## config.mk

```make
export PLATFORM = sky130hd
export DESIGN_NAME = ifetch_unit
export DESIGN_NICKNAME = d
export VERILOG_FILES = /design/src/rtl/ifetch_unit.sv
export SDC_FILE = /design/constraint.sdc
export NUM_CORES = 1
export LEC_CHECK = 0
export ABC_CLOCK_PERIOD_IN_PS = 4180
export CAP_MARGIN = 20
export CORE_AREA = 2 2 169 88
export DETAILED_ROUTE_END_ITERATION = 10
export DIE_AREA = 0 0 171 90
export PLACE_DENSITY = 0.81
export SLEW_MARGIN = 20
export SYNTH_ARGS = -nofsm -noshare
export SYNTH_HDL_FRONTEND = slang
export SYNTH_SLANG_ARGS = --single-unit
```

## constraint.sdc

```tcl
create_clock -name clk -period 4.18 [get_ports clk]
set_input_delay 0.836 -clock clk [delete_from_list [all_inputs] [get_ports clk]]
set_output_delay 0.836 -clock clk [all_outputs]
set_load 0.02 [all_outputs]
```

## src/rtl/ifetch_unit.sv

```systemverilog
// Instruction fetch unit: a two-state FETCH/HOLD machine that reads one
// instruction word from memory into a held instruction register, presents it
// to the decoder, and advances the PC (sequential, branch or jump) when the
// downstream stage retires it.
module ifetch_unit #(
  parameter logic [31:0] RESET_PC = 32'h0000_0000
) (
  input  logic        clk,
  input  logic        rst,
  output logic        imem_req,
  output logic [31:0] imem_addr,
  input  logic        imem_ack,
  input  logic [31:0] imem_rdata,
  output logic [31:0] instr,
  output logic        instr_valid,
  input  logic        instr_ready,
  input  logic [1:0]  npc_op,
  output logic [31:0] pc,
  output logic [31:0] pc_plus4,
  output logic [31:0] retire_cnt
);

  typedef enum logic {
    FETCH = 1'b0,
    HOLD  = 1'b1
  } state_t;

  state_t      state_q;
  state_t      state_d;
  logic [31:0] pc_q;
  logic [31:0] ir_q;
  logic [31:0] cnt_q;
  logic [31:0] npc;
  logic        load_ir;
  logic        retire;

  // Next-PC selection; branch/jump fields always come from the held IR.
  // The reserved encoding falls through to the sequential path.
  function automatic logic [31:0] calc_npc(input logic [31:0] cur_pc,
                                           input logic [31:0] ir,
                                           input logic [1:0]  op);
    logic [31:0]        seq;
    logic signed [31:0] br_off;
    seq    = cur_pc + 32'd4;
    br_off = {{14{ir[15]}}, ir[15:0], 2'b00};
    case (op)
      2'b01:   calc_npc = seq + $unsigned(br_off);
      2'b10:   calc_npc = {seq[31:28], ir[25:0], 2'b00};
      default: calc_npc = seq;
    endcase
  endfunction

  assign npc = calc_npc(pc_q, ir_q, npc_op);

  // Next-state and handshake decode; ack in HOLD and ready in FETCH are ignored.
  always_comb begin
    state_d     = state_q;
    imem_req    = 1'b0;
    instr_valid = 1'b0;
    load_ir     = 1'b0;
    retire      = 1'b0;
    case (state_q)
      FETCH: begin
        imem_req = 1'b1;
        if (imem_ack) begin
          load_ir = 1'b1;
          state_d = HOLD;
        end
      end
      HOLD: begin
        instr_valid = 1'b1;
        if (instr_ready) begin
          retire  = 1'b1;
          state_d = FETCH;
        end
      end
    endcase
  end

  // State, PC, IR and retire counter; reset wins over any handshake that edge.
  always_ff @(posedge clk) begin
    if (rst) begin
      state_q <= FETCH;
      pc_q    <= RESET_PC;
      ir_q    <= 32'h0000_0000;
      cnt_q   <= 32'h0000_0000;
    end else begin
      state_q <= state_d;
      if (load_ir) begin
        ir_q <= imem_rdata;
      end
      if (retire) begin
        pc_q  <= npc;
        cnt_q <= cnt_q + 32'd1;
      end
    end
  end

  assign imem_addr  = pc_q;
  assign pc         = pc_q;
  assign pc_plus4   = pc_q + 32'd4;
  assign instr      = ir_q;
  assign retire_cnt = cnt_q;

endmodule

```

==> flow_metrics.env <==
export IMPL_rr_worst_depth=15
export IMPL_synth_xor_area_share_pct=9.60
export IMPL_layout_commonest_cell="clkdlybuf4s50_1"
export IMPL_layout_nets=1093
export IMPL_min_delay_start="instr[30]"
export IMPL_synth_seq_area_share_pct=29.0
export IMPL_crit_chain="ha_1 > nand3_2 > nor4_2 > buf_4 > and3_1 > and4_1 > xor2_2 > clkdlybuf4s50_1"
export IMPL_cpMaxStageDelayCell="clkdlybuf4s50_1"
export IMPL_vias_per_cell=5.77
export IMPL_syn_inst=863
export IMPL_p_sw_uw=750
export IMPL_synth_edf_count=0
export IMPL_async_reset_ff_share_pct=0
export IMPL_synth_compound_area_share_pct=22.5
export IMPL_r2r_start="imem_addr[3]"
export IMPL_r2r_end="imem_addr[21]"
export IMPL_p_sw_share_pct=32.3
export IMPL_dieHeight_um=90
export IMPL_routed_wl_um=22600
export IMPL_critPathLaunchType="flop"
export IMPL_cellInternalPower_uw=1570
export IMPL_cp_max_fo=8
export IMPL_worst_path_largest_cell_delay_ps=650
export IMPL_place_ws_ps=153
export IMPL_worstMarginPinSlew_ps=659
export IMPL_hpwl_um=16900
export IMPL_syn_area_per_cell_um2=7.60
export IMPL_period_needed_ps=4060
export IMPL_holdCritPathClass="flop to flop"
export IMPL_rows=31
export IMPL_fin_area_um2=8830
export IMPL_initial_core_util_pct=46.7
export IMPL_yosysWarnings=0
export IMPL_detail_route_wl_per_cell_um=18.5
export IMPL_overflow=0
export IMPL_io_pins=200
export IMPL_die_w_um=171
export IMPL_synth_cell_types=63
export IMPL_synth_fa_ha_area_share_pct=7.75
export IMPL_gr_usage_met3_pct=8.50
export IMPL_r2r_slack_ps=260
export IMPL_cp_end_kind="output pin"
export IMPL_seqPwrFrac_pct=42.0
export IMPL_worstSetupPathType="flop to output pin"
export IMPL_required_ps=3340
export IMPL_slew_viol_final=0
export IMPL_synth_mux_area_share_pct=0.458
export IMPL_drive_above_1_share_pct=6.18
export IMPL_power_leakage_uw=0.00344
export IMPL_max_freq_mhz=247
export IMPL_final_hold_violation_count=0
export IMPL_diodes=0
export IMPL_p_per_area_nw_per_um2=263
export IMPL_status="completed"
export IMPL_arrival_ps=3220
export IMPL_synthSimpleGateAreaFrac_pct=23.0
export IMPL_drt_iter0_drc=703
export IMPL_grt_start_max_net_pins=60
export IMPL_ys_seq_elements=95
export IMPL_cts_buffer_depth=2
export IMPL_layout_common_cells="clkdlybuf4s50_1 (192), nand2_1 (124), a21oi_1 (97)"
export IMPL_clock_sinks=95
export IMPL_dieArea_um2=15400
export IMPL_postRouteAntennaNets=0
export IMPL_antenna_found_initial=0
export IMPL_clockRootBuffer="clkbuf_16"
export IMPL_clock_latency_ps=350
export IMPL_core_area_um2=14000
export IMPL_groute_usage_overall_pct=28.5
export IMPL_io_buffers=193
export IMPL_cts_tree="built"
export IMPL_power_total_uw=2320
export IMPL_synthFlopType="dfxtp_1"
export IMPL_cts_inserted_buffers=9
export IMPL_power_frac_clock_pct=36.1
export IMPL_grt_pass1_vias=6258
export IMPL_met1_usage_pct=44.8
export IMPL_setup_viol=0
export IMPL_cts_clk_slew_worst_paths_ps=80
export IMPL_grt_pass1_wl_um=34600
export IMPL_drv_cap=0
export IMPL_drc_errors=0
export IMPL_gp_congestion=0.961
export IMPL_setup_slack_ps=124
export IMPL_dr_pass1_iters=5
export IMPL_layout_cells_non_filler=1218
export IMPL_top_usage_layer="met1"
export IMPL_grt_use_met2_pct=37.9
export IMPL_max_vdd_ir_drop_uv=171
export IMPL_num_vias=7029
export IMPL_min_to="instr[30]"
export IMPL_finalCritPeriodShare_pct=97.0
export IMPL_whs_path_depth=2
export IMPL_area_delta_synth_final_pct=34.7
export IMPL_synth_top_family_by_area="simple AND/OR/NAND/NOR gates"
export IMPL_place_inst=1201
export IMPL_htree_levels=3
export IMPL_fin_util_pct=62.9
export IMPL_dpl_cell_area_um2=8470
export IMPL_pwr_share_comb_pct=21.8
export IMPL_clock_skew_final_ps=11.9
export IMPL_slew_headroom_pct=56.0
export IMPL_syn_area_um2=6560
==> logic make-up (layout without fill, tap and decap cells) <==
| logic type | count (synthesis) | after routing |
|---|---|---|
| compound gates | 237 | 237 |
| xor+xnor | 71 | 71 |
| fa+ha+maj | 40 | 40 |
| buf+inv | 97 | 249 |
| flops | 95 | 95 |
| mux | 3 | 3 |
| other cells | 1 | 6 |
| simple gates | 319 | 319 |
==> synth_stat cells (all sizes together), types with 7 or more instances <==
library cell	n	area share (%)
nand3	23	1.8
nor2	72	4.1
a21o	13	1.5
ha	39	7.4
a21oi	98	7.5
or3	11	1.0
and3	23	2.2
o21ai	44	3.4
clkbuf	36	2.1
xor2	30	4.0
o22ai	9	0.86
and4	7	0.94
nor3	16	1.3
dfxtp	95	29
nand4	11	1.0
a211oi	10	1.1
buf	40	4.4
xnor2	41	5.6
and2	9	0.86
a31oi	7	0.67
a221oi	12	1.6
nand2	126	7.3
inv	21	1.2
==> through the flow <==
stage,setup TNS [ps],hold WS [ps]
floorplan,0,535
global placement,0,442
detailed placement,0,446
CTS,0,458
global route,-0.997,496
finish,0,459
==> routing by layer <==
metal  wire (um)  up-vias
met5           0        -
li1            -     3329
met2        8560      385
met3        2510       15
met1       11400     3300
met4         140        0
==> power by group through the flow <==
stage	registers, uW	clock network (uW)	logic (uW)
after floorplan	1020	0	261
final	975	838	506
after global placement	993	0	490
after detailed placement	994	0	493
after CTS	973	850	497
after global routing	979	882	542
==> cell type report <==
| cell class | instances | area, um2 |
|---|---|---|
| Clock inverter | 7 | 73.8 |
| Sequential cell | 95 | 1900 |
| Timing Repair Buffer | 212 | 2070 |
| Fill cell | 1302 | 5210 |
| Multi-Input combinational cell | 676 | 4230 |
| Tap cell | 198 | 248 |
| Inverter | 21 | 78.8 |
| Clock buffer | 9 | 225 |
==> worst max-delay path: cells and delay by family, from the launching register on <==
family,cells,cell delay [ps]
buffers and inverters,2,880
and+or+nand+nor,4,970
DFF,1,450
xor gates and xnor gates,1,250
adders and majority gates,1,300
==> worst max-delay path by stage <==
stage                          to  cells after the start          from
CTS                  pc_plus4[26]                      8  imem_addr[2]
global placement    imem_addr[24]                     15  imem_addr[2]
floorplan           imem_addr[28]                     13  imem_addr[2]
finish               pc_plus4[26]                      8  imem_addr[3]
detailed placement  imem_addr[30]                     15  imem_addr[2]
global route        imem_addr[27]                     15  imem_addr[3]
==> sequential cells by signal (all words and copies together), names as in the netlist <==
name,flops
state_q,1
instr,32
imem_addr,30
retire_cnt,32
==> repair_timing <==
item	in CTS	in global routing
endpoints found under the setup margin	0	20
hold buffers	0	0
gates resized for setup	0	11
hold endpoints to repair	0	0
buffers inserted	0	1
Power figures use the tool's default switching activity.
